--- src/rtl/binop_arbiter_if.sv ---
// rtl/binop_arbiter_if.sv - issue-lane request bus and result bus of the shared bitwise unit
interface binop_arbiter_if #(
  parameter int OPERANDSIZE = 64,
  parameter int NREQ = 4,
  localparam int IDW = $clog2(NREQ)
);
  logic [NREQ-1:0]             req_valid;
  logic [2*NREQ-1:0]           req_op;
  logic [NREQ*OPERANDSIZE-1:0] req_a;
  logic [NREQ*OPERANDSIZE-1:0] req_b;
  logic [NREQ-1:0]             req_ready;
  logic                        res_valid;
  logic [OPERANDSIZE-1:0]      res_data;
  logic [IDW-1:0]              res_id;
  logic                        res_err;
  logic                        res_ready;

  modport master (
    output req_valid, req_op, req_a, req_b, res_ready,
    input  req_ready, res_valid, res_data, res_id, res_err
  );

  modport slave (
    input  req_valid, req_op, req_a, req_b, res_ready,
    output req_ready, res_valid, res_data, res_id, res_err
  );
endinterface

--- src/rtl/binop_arbiter.sv ---
// rtl/binop_arbiter.sv - round-robin shared XOR/AND/OR unit with a registered single-entry result stage
// Optional stall counter port perf_stall_cnt is built when BINOP_ARB_PERF_EN is defined.
module binop_arbiter #(
  parameter int OPERANDSIZE = 64,
  parameter int NREQ = 4,
  localparam int IDW = $clog2(NREQ)
) (
  input  logic clk,
  input  logic rst,
`ifdef BINOP_ARB_PERF_EN
  output logic [31:0] perf_stall_cnt,
`endif
  binop_arbiter_if.slave bus
);

  logic [IDW-1:0]         rr_ptr;
  logic [IDW-1:0]         gnt_idx;
  logic [IDW-1:0]         ptr_next;
  logic [IDW:0]           cand;
  logic                   found;
  logic                   gnt_any;
  logic                   avail;
  logic [1:0]             gnt_op;
  logic [OPERANDSIZE-1:0] gnt_a;
  logic [OPERANDSIZE-1:0] gnt_b;
  logic [OPERANDSIZE-1:0] gnt_res;

  logic                   res_valid_q;
  logic [OPERANDSIZE-1:0] res_data_q;
  logic [IDW-1:0]         res_id_q;
  logic                   res_err_q;

  // Search upward from rr_ptr, wrapping at NREQ (not at 2**IDW).
  always_comb begin
    avail   = !res_valid_q || bus.res_ready;
    found   = 1'b0;
    gnt_idx = '0;
    cand    = '0;
    for (int k = 0; k < NREQ; k++) begin
      cand = {1'b0, rr_ptr} + (IDW+1)'(k);
      if (cand >= (IDW+1)'(NREQ)) cand = cand - (IDW+1)'(NREQ);
      if (!found && bus.req_valid[cand[IDW-1:0]]) begin
        found   = 1'b1;
        gnt_idx = cand[IDW-1:0];
      end
    end
    gnt_any = found && avail && !rst;
  end

  always_comb begin
    bus.req_ready = '0;
    if (gnt_any) bus.req_ready[gnt_idx] = 1'b1;
  end

  assign gnt_op   = bus.req_op[int'(gnt_idx)*2 +: 2];
  assign gnt_a    = bus.req_a[int'(gnt_idx)*OPERANDSIZE +: OPERANDSIZE];
  assign gnt_b    = bus.req_b[int'(gnt_idx)*OPERANDSIZE +: OPERANDSIZE];
  assign ptr_next = (gnt_idx == IDW'(NREQ-1)) ? '0 : gnt_idx + 1'b1;

  always_comb begin
    case (gnt_op)
      2'b00:   gnt_res = gnt_a ^ gnt_b;
      2'b01:   gnt_res = gnt_a & gnt_b;
      2'b10:   gnt_res = gnt_a | gnt_b;
      default: gnt_res = '0;
    endcase
  end

  // A grant overwrites the stage even while it drains, giving one op per cycle.
  always_ff @(posedge clk or posedge rst) begin
    if (rst) begin
      res_valid_q <= 1'b0;
      res_data_q  <= '0;
      res_id_q    <= '0;
      res_err_q   <= 1'b0;
      rr_ptr      <= '0;
    end else if (gnt_any) begin
      res_valid_q <= 1'b1;
      res_data_q  <= gnt_res;
      res_id_q    <= gnt_idx;
      res_err_q   <= (gnt_op == 2'b11);
      rr_ptr      <= ptr_next;
    end else if (bus.res_ready) begin
      res_valid_q <= 1'b0;
    end
  end

  assign bus.res_valid = res_valid_q;
  assign bus.res_data  = res_data_q;
  assign bus.res_id    = res_id_q;
  assign bus.res_err   = res_err_q;

`ifdef BINOP_ARB_PERF_EN
  always_ff @(posedge clk or posedge rst) begin
    if (rst) begin
      perf_stall_cnt <= '0;
    end else if (|bus.req_valid && !gnt_any && perf_stall_cnt != 32'hFFFF_FFFF) begin
      perf_stall_cnt <= perf_stall_cnt + 32'd1;
    end
  end
`endif

endmodule

--- src/flat_wrapper.sv ---
// flat-port wrapper written by rule: the top's interface ports become plain ports
module binop_arbiter_flat 
#(
  parameter int OPERANDSIZE = 64,
  parameter int NREQ = 4,
  localparam int IDW = $clog2(NREQ)
)
  (clk, rst, bus_req_valid, bus_req_op, bus_req_a, bus_req_b, bus_res_ready, bus_req_ready, bus_res_valid, bus_res_data, bus_res_id, bus_res_err);
  binop_arbiter_if #(.OPERANDSIZE(OPERANDSIZE), .NREQ(NREQ)) bus_i ();
  input  logic clk;
  input  logic rst;
  input wire logic [$bits(bus_i.req_valid)-1:0] bus_req_valid;
  input wire logic [$bits(bus_i.req_op)-1:0] bus_req_op;
  input wire logic [$bits(bus_i.req_a)-1:0] bus_req_a;
  input wire logic [$bits(bus_i.req_b)-1:0] bus_req_b;
  input wire logic [$bits(bus_i.res_ready)-1:0] bus_res_ready;
  output wire logic [$bits(bus_i.req_ready)-1:0] bus_req_ready;
  output wire logic [$bits(bus_i.res_valid)-1:0] bus_res_valid;
  output wire logic [$bits(bus_i.res_data)-1:0] bus_res_data;
  output wire logic [$bits(bus_i.res_id)-1:0] bus_res_id;
  output wire logic [$bits(bus_i.res_err)-1:0] bus_res_err;
  assign bus_i.req_valid = bus_req_valid;
  assign bus_i.req_op = bus_req_op;
  assign bus_i.req_a = bus_req_a;
  assign bus_i.req_b = bus_req_b;
  assign bus_i.res_ready = bus_res_ready;
  assign bus_req_ready = bus_i.req_ready;
  assign bus_res_valid = bus_i.res_valid;
  assign bus_res_data = bus_i.res_data;
  assign bus_res_id = bus_i.res_id;
  assign bus_res_err = bus_i.res_err;
  binop_arbiter #(.OPERANDSIZE(OPERANDSIZE), .NREQ(NREQ)) u_core (.clk(clk), .rst(rst), .bus(bus_i));
endmodule
--- config.mk ---
export PLATFORM = sky130hd
export DESIGN_NAME = binop_arbiter_flat
export DESIGN_NICKNAME = d
export VERILOG_FILES = /design/src/rtl/binop_arbiter_if.sv /design/src/rtl/binop_arbiter.sv /design/src/flat_wrapper.sv
export SDC_FILE = /design/constraint.sdc
export NUM_CORES = 1
export LEC_CHECK = 0
export ABC_CLOCK_PERIOD_IN_PS = 9400
export CORE_AREA = 2 2 233 235
export CTS_CLUSTER_DIAMETER = 200
export DETAILED_ROUTE_END_ITERATION = 6
export DIE_AREA = 0 0 235 237
export GPL_ROUTABILITY_DRIVEN = 1
export PLACE_DENSITY = 0.51
export RECOVER_POWER = 50
export SLEW_MARGIN = 40
export SYNTH_ARGS = -nofsm -noshare
export SYNTH_HDL_FRONTEND = slang
export SYNTH_SLANG_ARGS = --single-unit
--- constraint.sdc ---
create_clock -name clk -period 9.4 [get_ports clk]
set_input_delay 2.82 -clock clk [delete_from_list [all_inputs] [get_ports clk]]
set_output_delay 2.82 -clock clk [all_outputs]
set_load 0.01 [all_outputs]
Word-level counts from Yosys, hierarchy flattened

Index checks and enable logic that the tools add are counted.

Div/mod/pow operators: 0
Add/sub/neg operators: 8
Eq/ne operators: 4
Muxes and demuxes: 27
Magnitude comparators: 10
Shifts and indexed selects: 3
Reductions and logical operators: 14
Multiply operators: 0
Bitwise logic cells: 3

Operators by type and width:

| operator            | number |
|---|---|
| $shiftx 256x9->64   | 2 |
| $pmux 64 s3         | 1 |
| $and 64x64->64      | 1 |
| $or 64x64->64       | 1 |
| $xor 64x64->64      | 1 |
| $mux 2              | 9 |
| $lt 2x3->1 const B  | 5 |
| $mux 1              | 11 |
| $ge 3x3->1 const B  | 3 |
| $bmux 1 s2          | 4 |
| $shiftx 8x4->2      | 1 |
| $sub 2x1->2 const B | 4 |
| $add 2x2->3 const B | 2 |
| $eq 2x2->1 const B  | 3 |
| $logic_and 1x1->1   | 6 |
| $logic_not 1->1     | 5 |
| $mux 4              | 1 |
| $add 2x1->3 const B | 1 |
| $ge 2x3->1 const B  | 1 |
| $add 2x1->2 const B | 1 |
| $demux 1 s2         | 1 |
| $eq 2x1->1 const B  | 1 |
| $ge 2x1->1 const B  | 1 |
| $logic_not 2->1     | 1 |
| other kinds (2)     | 2 |

Memory bits (read-only): 0
Memory bits (writable): 0
Latch bits: 0
Output and inout bits: 72
Register bits after elaboration: 70
Memories: 0
Word-level logic and storage cells: 74

Longest topological paths before layout

Gate-level depths: netlist of run 1.

Depth after elaboration: 19
Gate-level depth with buffers: 13
Gate-level depth less buffers: 11

Least setup slack after synthesis of run 1

Ideal clock, no wire load.

Path kind: input to output
From: input port bus_req_valid[2]
To: output port bus_req_ready[0]
Cell stages on the path: 8
Arrival time: 4481 ps
Slack: 2099 ps
Data required time: 6580 ps
Cell sequence: nor2b_1 a311oi_1 nor2_1 inv_2 clkbuf_1 clkbuf_1 ha_1 and3_1

Longest elaborated chain between the ends: 17
Elaborated cells on any way between the ends: 30
Those cells by class: order compare (2); mux (19); reduce/logical (9)

RTL lines:

| what                                                                  | RTL line            | RTL |
|---|---|---|
| start: declaration                                                    | flat_wrapper.sv:12  | `input wire logic [$bits(bus_i.req_valid)-1:0] bus_req_valid;` |
| $bmux 1 s2                                                            | binop_arbiter.sv:42 | `if (!found && bus.req_valid[cand[IDW-1:0]]) begin` |
| $mux 1 (not written as such)                                          | binop_arbiter.sv:42 |  |
| $mux 1                                                                | binop_arbiter.sv:42 |  |
| $logic_not 1->1                                                       | binop_arbiter.sv:42 |  |
| $logic_and 1x1->1                                                     | binop_arbiter.sv:42 |  |
| $mux 1                                                                | binop_arbiter.sv:42 |  |
| $logic_not 1->1                                                       | binop_arbiter.sv:42 |  |
| $logic_and 1x1->1                                                     | binop_arbiter.sv:42 |  |
| $mux 1                                                                | binop_arbiter.sv:42 |  |
| $logic_not 1->1                                                       | binop_arbiter.sv:42 |  |
| $logic_and 1x1->1                                                     | binop_arbiter.sv:42 |  |
| $mux 2                                                                | binop_arbiter.sv:42 |  |
| $lt 2x3->1 (not written as such) / $ge 2x1->1 (equally long branches) | binop_arbiter.sv:52 | `if (gnt_any) bus.req_ready[gnt_idx] = 1'b1;` |
| $logic_and 1x1->1 (not written as such)                               | binop_arbiter.sv:52 |  |
| $mux 1 (not written as such)                                          | binop_arbiter.sv:52 |  |
| $demux 1 s2                                                           | --                  |  |
| $mux 4 (*)                                                            | binop_arbiter.sv:52 |  |
| end: declaration                                                      | flat_wrapper.sv:17  | `output wire logic [$bits(bus_i.req_ready)-1:0] bus_req_ready;` |

Mark *: on every way between the ends. The rest lies on a longest branch, timed or not. The select of a mux whose other input is x is not followed.

Worst setup path in the final report of run 1

From: input port bus_req_valid[2]
To: output port bus_req_ready[3]

Same word-level chain as after synthesis.

==> results of run 1 <==
[cell families after synthesis]
logic type               count (synthesis)
AND/OR/NAND/NOR                        404
multiplexers                           324
buffers and inverters                  289
AO/OA/AOI/OAI                          145
adder cells (fa/ha/maj)                132
flip-flops                              70
[cells in the final DEF (no fill, tap or decap), drive strengths merged, types with 3 or more instances in the layout]
cell type | Yosys | final
a21oi | 5 | 5
a32oi | 64 | 64
and2 | 64 | 64
and3 | 4 | 4
buf | 40 | 21
clkbuf | 50 | 10
clkdlybuf4s50 | 0 | 561
clkinvlp | 0 | 3
dfrtp | 70 | 70
dlygate4sd3 | 0 | 37
ha | 132 | 132
inv | 199 | 198
mux2i | 323 | 323
nand2 | 326 | 326
nand2b | 4 | 4
nor2 | 3 | 3
o21ai | 71 | 71
[final cells by class]
class                   instances  area share (%)
clock buffers                  10            1.36
clock inverters                 6           0.485
inverters                     199            4.32
multi-input cells            1005            43.6
flip-flops and latches         70            9.99
well taps                     696            4.97
repair buffers                619            35.3
[power groups by stage]
stage | Sequential [W] | Clock [W] | Combinational, W
floorplan | 0.000568 | 0 | 0.00192
global placement | 0.000522 | 0 | 0.00301
detailed placement | 0.000526 | 0 | 0.00311
CTS | 0.000524 | 0.000422 | 0.00312
global route | 0.000536 | 0.000430 | 0.00340
finish | 0.000519 | 0.000400 | 0.00302
[state kept, by name, indices dropped and copies added (netlist names)]
register	cells
u_core.bus.res_data	64
u_core.bus.res_err	1
u_core.bus.res_id	2
u_core.bus.res_valid	1
u_core.rr_ptr	2
[layer usage]
layer  up-vias  track usage, %
li1       5603               -
met4         2            4.87
met3        35            4.33
met2       397            29.4
met1      5121            18.6
met5         -               0
[path summary, 6_finish.rpt]
kind,cells after the start,slack (ns),from,endpoint
max reg2reg,11,5.23,u_core.rr_ptr[1]$_DFFE_PP0P_,u_core.bus.res_data[30]$_DFFE_PP0P_
min,2,0.47,u_core.bus.res_id[1]$_DFFE_PP0P_,u_core.bus.res_id[1]$_DFFE_PP0P_
min in group asynchronous,2,4.03,rst,u_core.bus.res_data[17]$_DFFE_PP0P_
max in group asynchronous,2,3.71,rst,u_core.bus.res_data[62]$_DFFE_PP0P_
min reg2reg,2,0.47,u_core.bus.res_id[1]$_DFFE_PP0P_,u_core.bus.res_id[1]$_DFFE_PP0P_
max,7,1.36,bus_req_valid[2],bus_req_ready[3]
[worst min-delay path, stage by stage (launching register included)]
cell,delay [ns]
dfrtp_1,0.33
nand2_1,0.04
o21ai_0,0.06
[per-stage QoR]
stage / utilization [%] / instances / instance area [µm²]
floorplan: - / 1364 / 10500
CTS: 32.9 / 2605 / 17500
finish: 32.9 / 2605 / 17500
detailed placement: 32.3 / 2589 / 17200
global placement: 32.2 / 2586 / 17200
global route: 32.9 / 2605 / 17500
==> summary.md, run 1 <==
| Metric | Value |
|---|---|
| Post-Syn Instances | `1364` |
| Critical-path cell list | `clkdlybuf4s50_1 > nor2b_1 > a21o_1 > a211oi_4 > ha_1 > and3_1 > clkdlybuf4s50_1` |
| Iteration-0 DRC Markers | `386` |
| Synth cell types | `28` |
| Pwr Density | `225 nW/µm²` |
| EDFF count, synth | `0` |
| Top-Level Pins | `599` |
| Adder-cell area share of the yosys netlist | `15.7%` |
| Tot Pwr | `0.00394 W` |
| Fillers | `5595` |
| Placer congestion estimate | `0.855` |
| Synth Cell Area | `10500 µm²` |
| CTS clk-pin slew, worst paths | `0.06 ns` |
| Area growth from synthesis to layout | `67.0%` |
| Final Setup Violations | `0` |
| PnR worst setup slack | `1.36 ns` |
| Setup CP Type | `input port to output pin` |
| Mux contribution to synthesized area | `30.9%` |
| Internal power | `0.00204 W` |
| Avg WL per Cell | `17.8 µm` |
| Post-CTS Hold Fix Bufs | `0` |
| WHS | `0.472 ns` |
| Crit path max fanout | `6` |
| Synth Flop Type | `dfrtp_1` |
| Total gr overflow | `0` |
| H-Tree Depth | `3` |
| Syn_nets | `2023` |
| Critical Path AT | `5.22 ns` |
| Synth Register Bits | `70` |
| WL met1 | `18800 µm` |
| Clock sink total | `70` |
| CTS resizes | `0` |
| Synth Area in Compound Gates | `9.58%` |
| Synth Area per Inst | `7.70 µm²` |
| Main combinational cell family by area after synthesis | `multiplexers` |
| Pre-CTS setup slack | `1.36 ns` |
| Top routing layer in use | `met5` |
| Core area | `53300 µm²` |
| Total routed wirelength | `46300 µm` |
| Post-synthesis sequential area ratio | `16.7%` |
| Failing checks | `capacitance limit, slew limit` |
| Worst-Skew Late Latency | `0.38 ns` |
| Slew HR | `-151%` |
| Max-slew violation count | `71` |
| WL met3 | `3360 µm` |
| Routed wl met2 | `23300 µm` |
| Sw power | `0.00190 W` |
| First-pass GRT wire length | `69700 µm` |
| Multi-input logic area | `7650 µm²` |
| Xor and xnor fraction of the mapped netlist area | `0%` |
| CP startpoint kind | `input port` |
| Initial core utilization | `19.7%` |
| Vias per inst | `4.28` |
| Reg power frac | `13.2%` |
| Critical Path End Type | `output pin` |
| FF+latch area | `1750 µm²` |
| P_leak | `8.58 nW` |
| # diodes | `0` |
| Max_cap viols | `1` |
| Logic pwr share | `76.7%` |
| Warnings from Yosys | `0` |
| Post-Route Skew | `0.0124 ns` |
| Crit share post-route | `85.5%` |
| Slowest cell delay on critical path | `0.61 ns` |
| Slew @ Worst Pin | `3.74 ns` |
| Async SR Flop Fraction | `100%` |
| CP required | `6.58 ns` |
| Clock Power Share | `10.2%` |
| Fmax | `0.124 GHz` |
| Sw frac | `48.3%` |
| Minimum clock period | `8.04 ns` |
| Area leader, netlist | `mux2i_1` |
| Final Hold Viols | `0` |
| CTS buffer count | `9` |
| Fin Setup TNS | `0 ns` |
| Nets@finish | `2563` |
| # port buffers | `598` |
| Post-Synth Simple-Gate Area | `16.2%` |
| CTS Root Cell | `clkbuf_16` |
| CTS max path bufs | `2` |
| RSZ-0062 raised after global routing | `no` |
| Outcome | `finished, violations left` |
| Via Count | `11200` |
| Setup bufs post-CTS | `0` |
| Gr usage total | `16.3%` |
| Worst path most repeated cell | `clkdlybuf4s50_1` |
| Dpl hpwl | `37300 µm` |
| Number of global-route vias before repair | `11600` |
| Largest net degree at the start of global routing | `74` |
| Site Rows | `85` |
| Die ar. | `55700 µm²` |
| Slowest cell on crit path | `clkdlybuf4s50_1` |
| CTS tree | `done` |
| Cell family with most CP delay | `buffers and inverters` |
| Synth top area share | `30.8%` |
| Max VDD drop | `136 µV` |
| Initial antenna violation count | `2` |
| ANT nets after route | `0` |
| Ratio of cells with drive above 1 in the final layout | `2.62%` |
| Ranking of synthesized cells by area | `mux2i_1 (31%), dfrtp_1 (17%), ha_1 (16%)` |
| HP Class | `register to register` |
| Worst path bufs/invs | `2` |
| First-pass DRT Iterations | `4` |
| Drt drc | `0` |
| Commonest cells post-synth | `nand2_1 (325), mux2i_1 (323), inv_1 (197)` |
| Die W | `235 µm` |
| Die height | `237 µm` |
| Most common cell in the netlist | `nand2_1` |
Power figures use the tool's default switching activity.
==> inputs of run 2 (changes only) <==
CAP_MARGIN = 20   (was unset)
PLACE_DENSITY = unset   (was 0.51)
==> run 2 against run 1 <==
  * The flow still finishes with violations (capacitance limit, slew limit)
  * Critical path depth rose by 2
  * Combinational power barely moved
  * Highest routed layer is now met4
  * Final cell count shrank 0.23%
  * Register-to-register slack improved by 0.16 ns
  * Global-route usage down 0.67 points
  * Worst hold slack improved by 0.0051 ns
  * Via count rose by 0.48%
  * Count of clock-buffer cells in the layout up 2
  * Fmax shrank 0.53%
  * Largest cell class unchanged
  * Die area unchanged
==> summary.md, run 2 (synthesis gave the netlist of run 1 again) <==
| Metric | Value |
|---|---|
| Initial core utilization | `19.7% (unchanged)` |
| CTS Root Cell | `clkbuf_16 (unchanged)` |
| # port buffers | `598 (unchanged)` |
| Slew HR | `-146% (was -151%)` |
| CP required | `6.58 ns (about the same)` |
| # diodes | `0 (unchanged)` |
| Ratio of cells with drive above 1 in the final layout | `2.26% (was 2.62%)` |
| CTS clk-pin slew, worst paths | `0.06 ns (about the same)` |
| Leading cell type in the layout, fill and taps excluded | `clkdlybuf4s50_1 (unchanged)` |
| Outcome | `finished, violations left (unchanged)` |
| Core area | `53300 µm² (unchanged)` |
| Minimum clock period | `8.08 ns (was 8.04 ns)` |
| Failing checks | `capacitance limit, slew limit (unchanged)` |
| Max-slew violation count | `71 (unchanged)` |
| Gr usage total | `15.6% (was 16.3%)` |
| Largest net degree at the start of global routing | `131 (was 74)` |
| Max_cap viols | `1 (unchanged)` |
| Final Setup Violations | `0 (unchanged)` |
| Post-Route Skew | `0.00724 ns (was 0.0124 ns)` |
| First-pass GRT wire length | `67400 µm (was 69700 µm)` |
| Placer congestion estimate | `0.847 (was 0.855)` |
| CTS tree | `done (unchanged)` |
| Post-layout instance area | `17500 µm² (about the same)` |
| Die ar. | `55700 µm² (unchanged)` |
| Total routed wirelength | `44300 µm (was 46300 µm)` |
| Avg WL per Cell | `17.1 µm (was 17.8 µm)` |
| Worst hold path startpoint | `u_core.bus.res_err$_DFFE_PP0P_ (was u_core.bus.res_id[1]$_DFFE_PP0P_)` |
| Post-CTS Hold Fix Bufs | `0 (unchanged)` |
| Largest register FFs | `64 (unchanged)` |
| Iteration-0 DRC Markers | `392 (was 386)` |
| Top-Level Pins | `599 (unchanged)` |
| Slew @ Worst Pin | `3.67 ns (was 3.74 ns)` |
| Number of global-route vias before repair | `11800 (was 11600)` |
| HP Class | `register to register (unchanged)` |
| Setup CP Type | `input port to output pin (unchanged)` |
| Worst-Skew Late Latency | `0.37 ns (was 0.38 ns)` |
| RSZ-0062 raised after global routing | `no (unchanged)` |
| Commonest cells after routing, fill and taps aside | `clkdlybuf4s50_1 (562), nand2_1 (324), mux2i_1 (322) (was clkdlybuf4s50_1 (561), nand2_1 (324), mux2i_1 (322))` |
| Drt drc | `0 (unchanged)` |
| Setup bufs post-CTS | `0 (unchanged)` |
| Fin Setup TNS | `0 ns (unchanged)` |
| Crit share post-route | `85.9% (was 85.5%)` |
| Total gr overflow | `0 (unchanged)` |
| PnR worst setup slack | `1.32 ns (was 1.36 ns)` |
| Die W | `235 µm (unchanged)` |
| First-pass DRT Iterations | `5 (was 4)` |
| Area growth from synthesis to layout | `66.6% (was 67.0%)` |
| Dpl hpwl | `35000 µm (was 37300 µm)` |
| Max VDD drop | `127 µV (was 136 µV)` |
| Initial antenna violation count | `0 (was 2)` |
| WHS | `0.477 ns (was 0.472 ns)` |
| Critical Path End Type | `output pin (unchanged)` |
| Final Hold Viols | `0 (unchanged)` |
| CP startpoint | `bus_req_valid[0] (was bus_req_valid[2])` |
| CTS max path bufs | `2 (unchanged)` |
| Critical Path AT | `5.26 ns (was 5.22 ns)` |
| Fmax | `0.124 GHz (about the same)` |
| Clock sink total | `70 (unchanged)` |
| CTS resizes | `0 (unchanged)` |
| Worst reg2reg startpoint | `u_core.rr_ptr[1]$_DFFE_PP0P_ (unchanged)` |
| Vias per inst | `4.31 (was 4.28)` |
| Tot Pwr | `0.00392 W (was 0.00394 W)` |
| H-Tree Depth | `3 (unchanged)` |
| P_leak | `8.56 nW (was 8.58 nW)` |
| Site Rows | `85 (unchanged)` |
| Nets@finish | `2557 (was 2563)` |
| CTS buffer count | `9 (unchanged)` |
| Pre-CTS setup slack | `1.33 ns (was 1.36 ns)` |
| Post-DP Area | `17200 µm² (about the same)` |
| Die height | `237 µm (unchanged)` |
| Via Count | `11200 (about the same)` |
| CP startpoint kind | `input port (unchanged)` |
| Crit path max fanout | `36 (was 6)` |
| ANT nets after route | `0 (unchanged)` |
| Pwr Density | `224 nW/µm² (was 225 nW/µm²)` |
## run 2: changes by cell type in the layout (fill, tap and decap cells not counted), sizes merged
cell           change
dlygate4sd3        -1
buf                -6
clkdlybuf4s50      +1
clkbuf             +2
bufinv             -1
clkinvlp           -2
clkinv             +1
## run 2: metrics by stage
step	std cells	util, %
after floorplan	1364	-
after global placement	2581	32.2
after detailed placement	2583	32.3
after CTS	2599	32.8
after global routing	2599	32.8
final	2599	32.8
## run 2: worst paths after layout
kind | end | slack (ns) | depth (start not counted)
setup / recovery | bus_req_ready[2] | 1.32 | 9
hold / removal | u_core.bus.res_err$_DFFE_PP0P_ | 0.48 | 2
setup reg to reg | u_core.bus.res_data[20]$_DFFE_PP0P_ | 5.39 | 10
hold reg to reg | u_core.bus.res_err$_DFFE_PP0P_ | 0.48 | 2
max in group asynchronous | u_core.bus.res_data[5]$_DFFE_PP0P_ | 3.69 | 2
min in group asynchronous | u_core.rr_ptr[0]$_DFFE_PP0P_ | 4.06 | 2
## run 2: critical path: stages
cell and delay [ns]:
clkdlybuf4s50_1 0.53, nand2b_1 0.09, a21oi_1 0.29, a211oi_4 0.07
buf_4 0.21, inv_8 0.29, ha_1 0.22, and3_1 0.14
clkdlybuf4s50_1 0.57
## run 2: area by class of cell
type / count / area, µm²
Clock buffer: 12 / 256
Clock inverter: 4 / 45.0
Fill cell: 5525 / 35800
Inverter: 199 / 758
Multi-Input combinational cell: 1005 / 7650
Sequential cell: 70 / 1750
Tap cell: 696 / 871
Timing Repair Buffer: 613 / 6160
## run 2: power by group
part	total, W	leakage [nW]	internal [W]	switching, W
logic	0.00303	7.53	0.00137	0.00166
clock network	0.000372	0.152	0.000219	0.000153
registers	0.000523	0.880	0.000436	0.0000873
total	0.00392	8.56	0.00202	0.00190
## run 2: routing by layer
metal  vias to the layer above  routed length, µm  track usage (%)  part of all wire, %
li1                       5572                  -                -                    -
met1                      5159              17700             17.5                   40
met2                       430              22300             28.3                   50
met3                        51               2890             3.46                  6.5
met4                         0               1410             6.52                  3.2
met5                         -                  0                0                    0
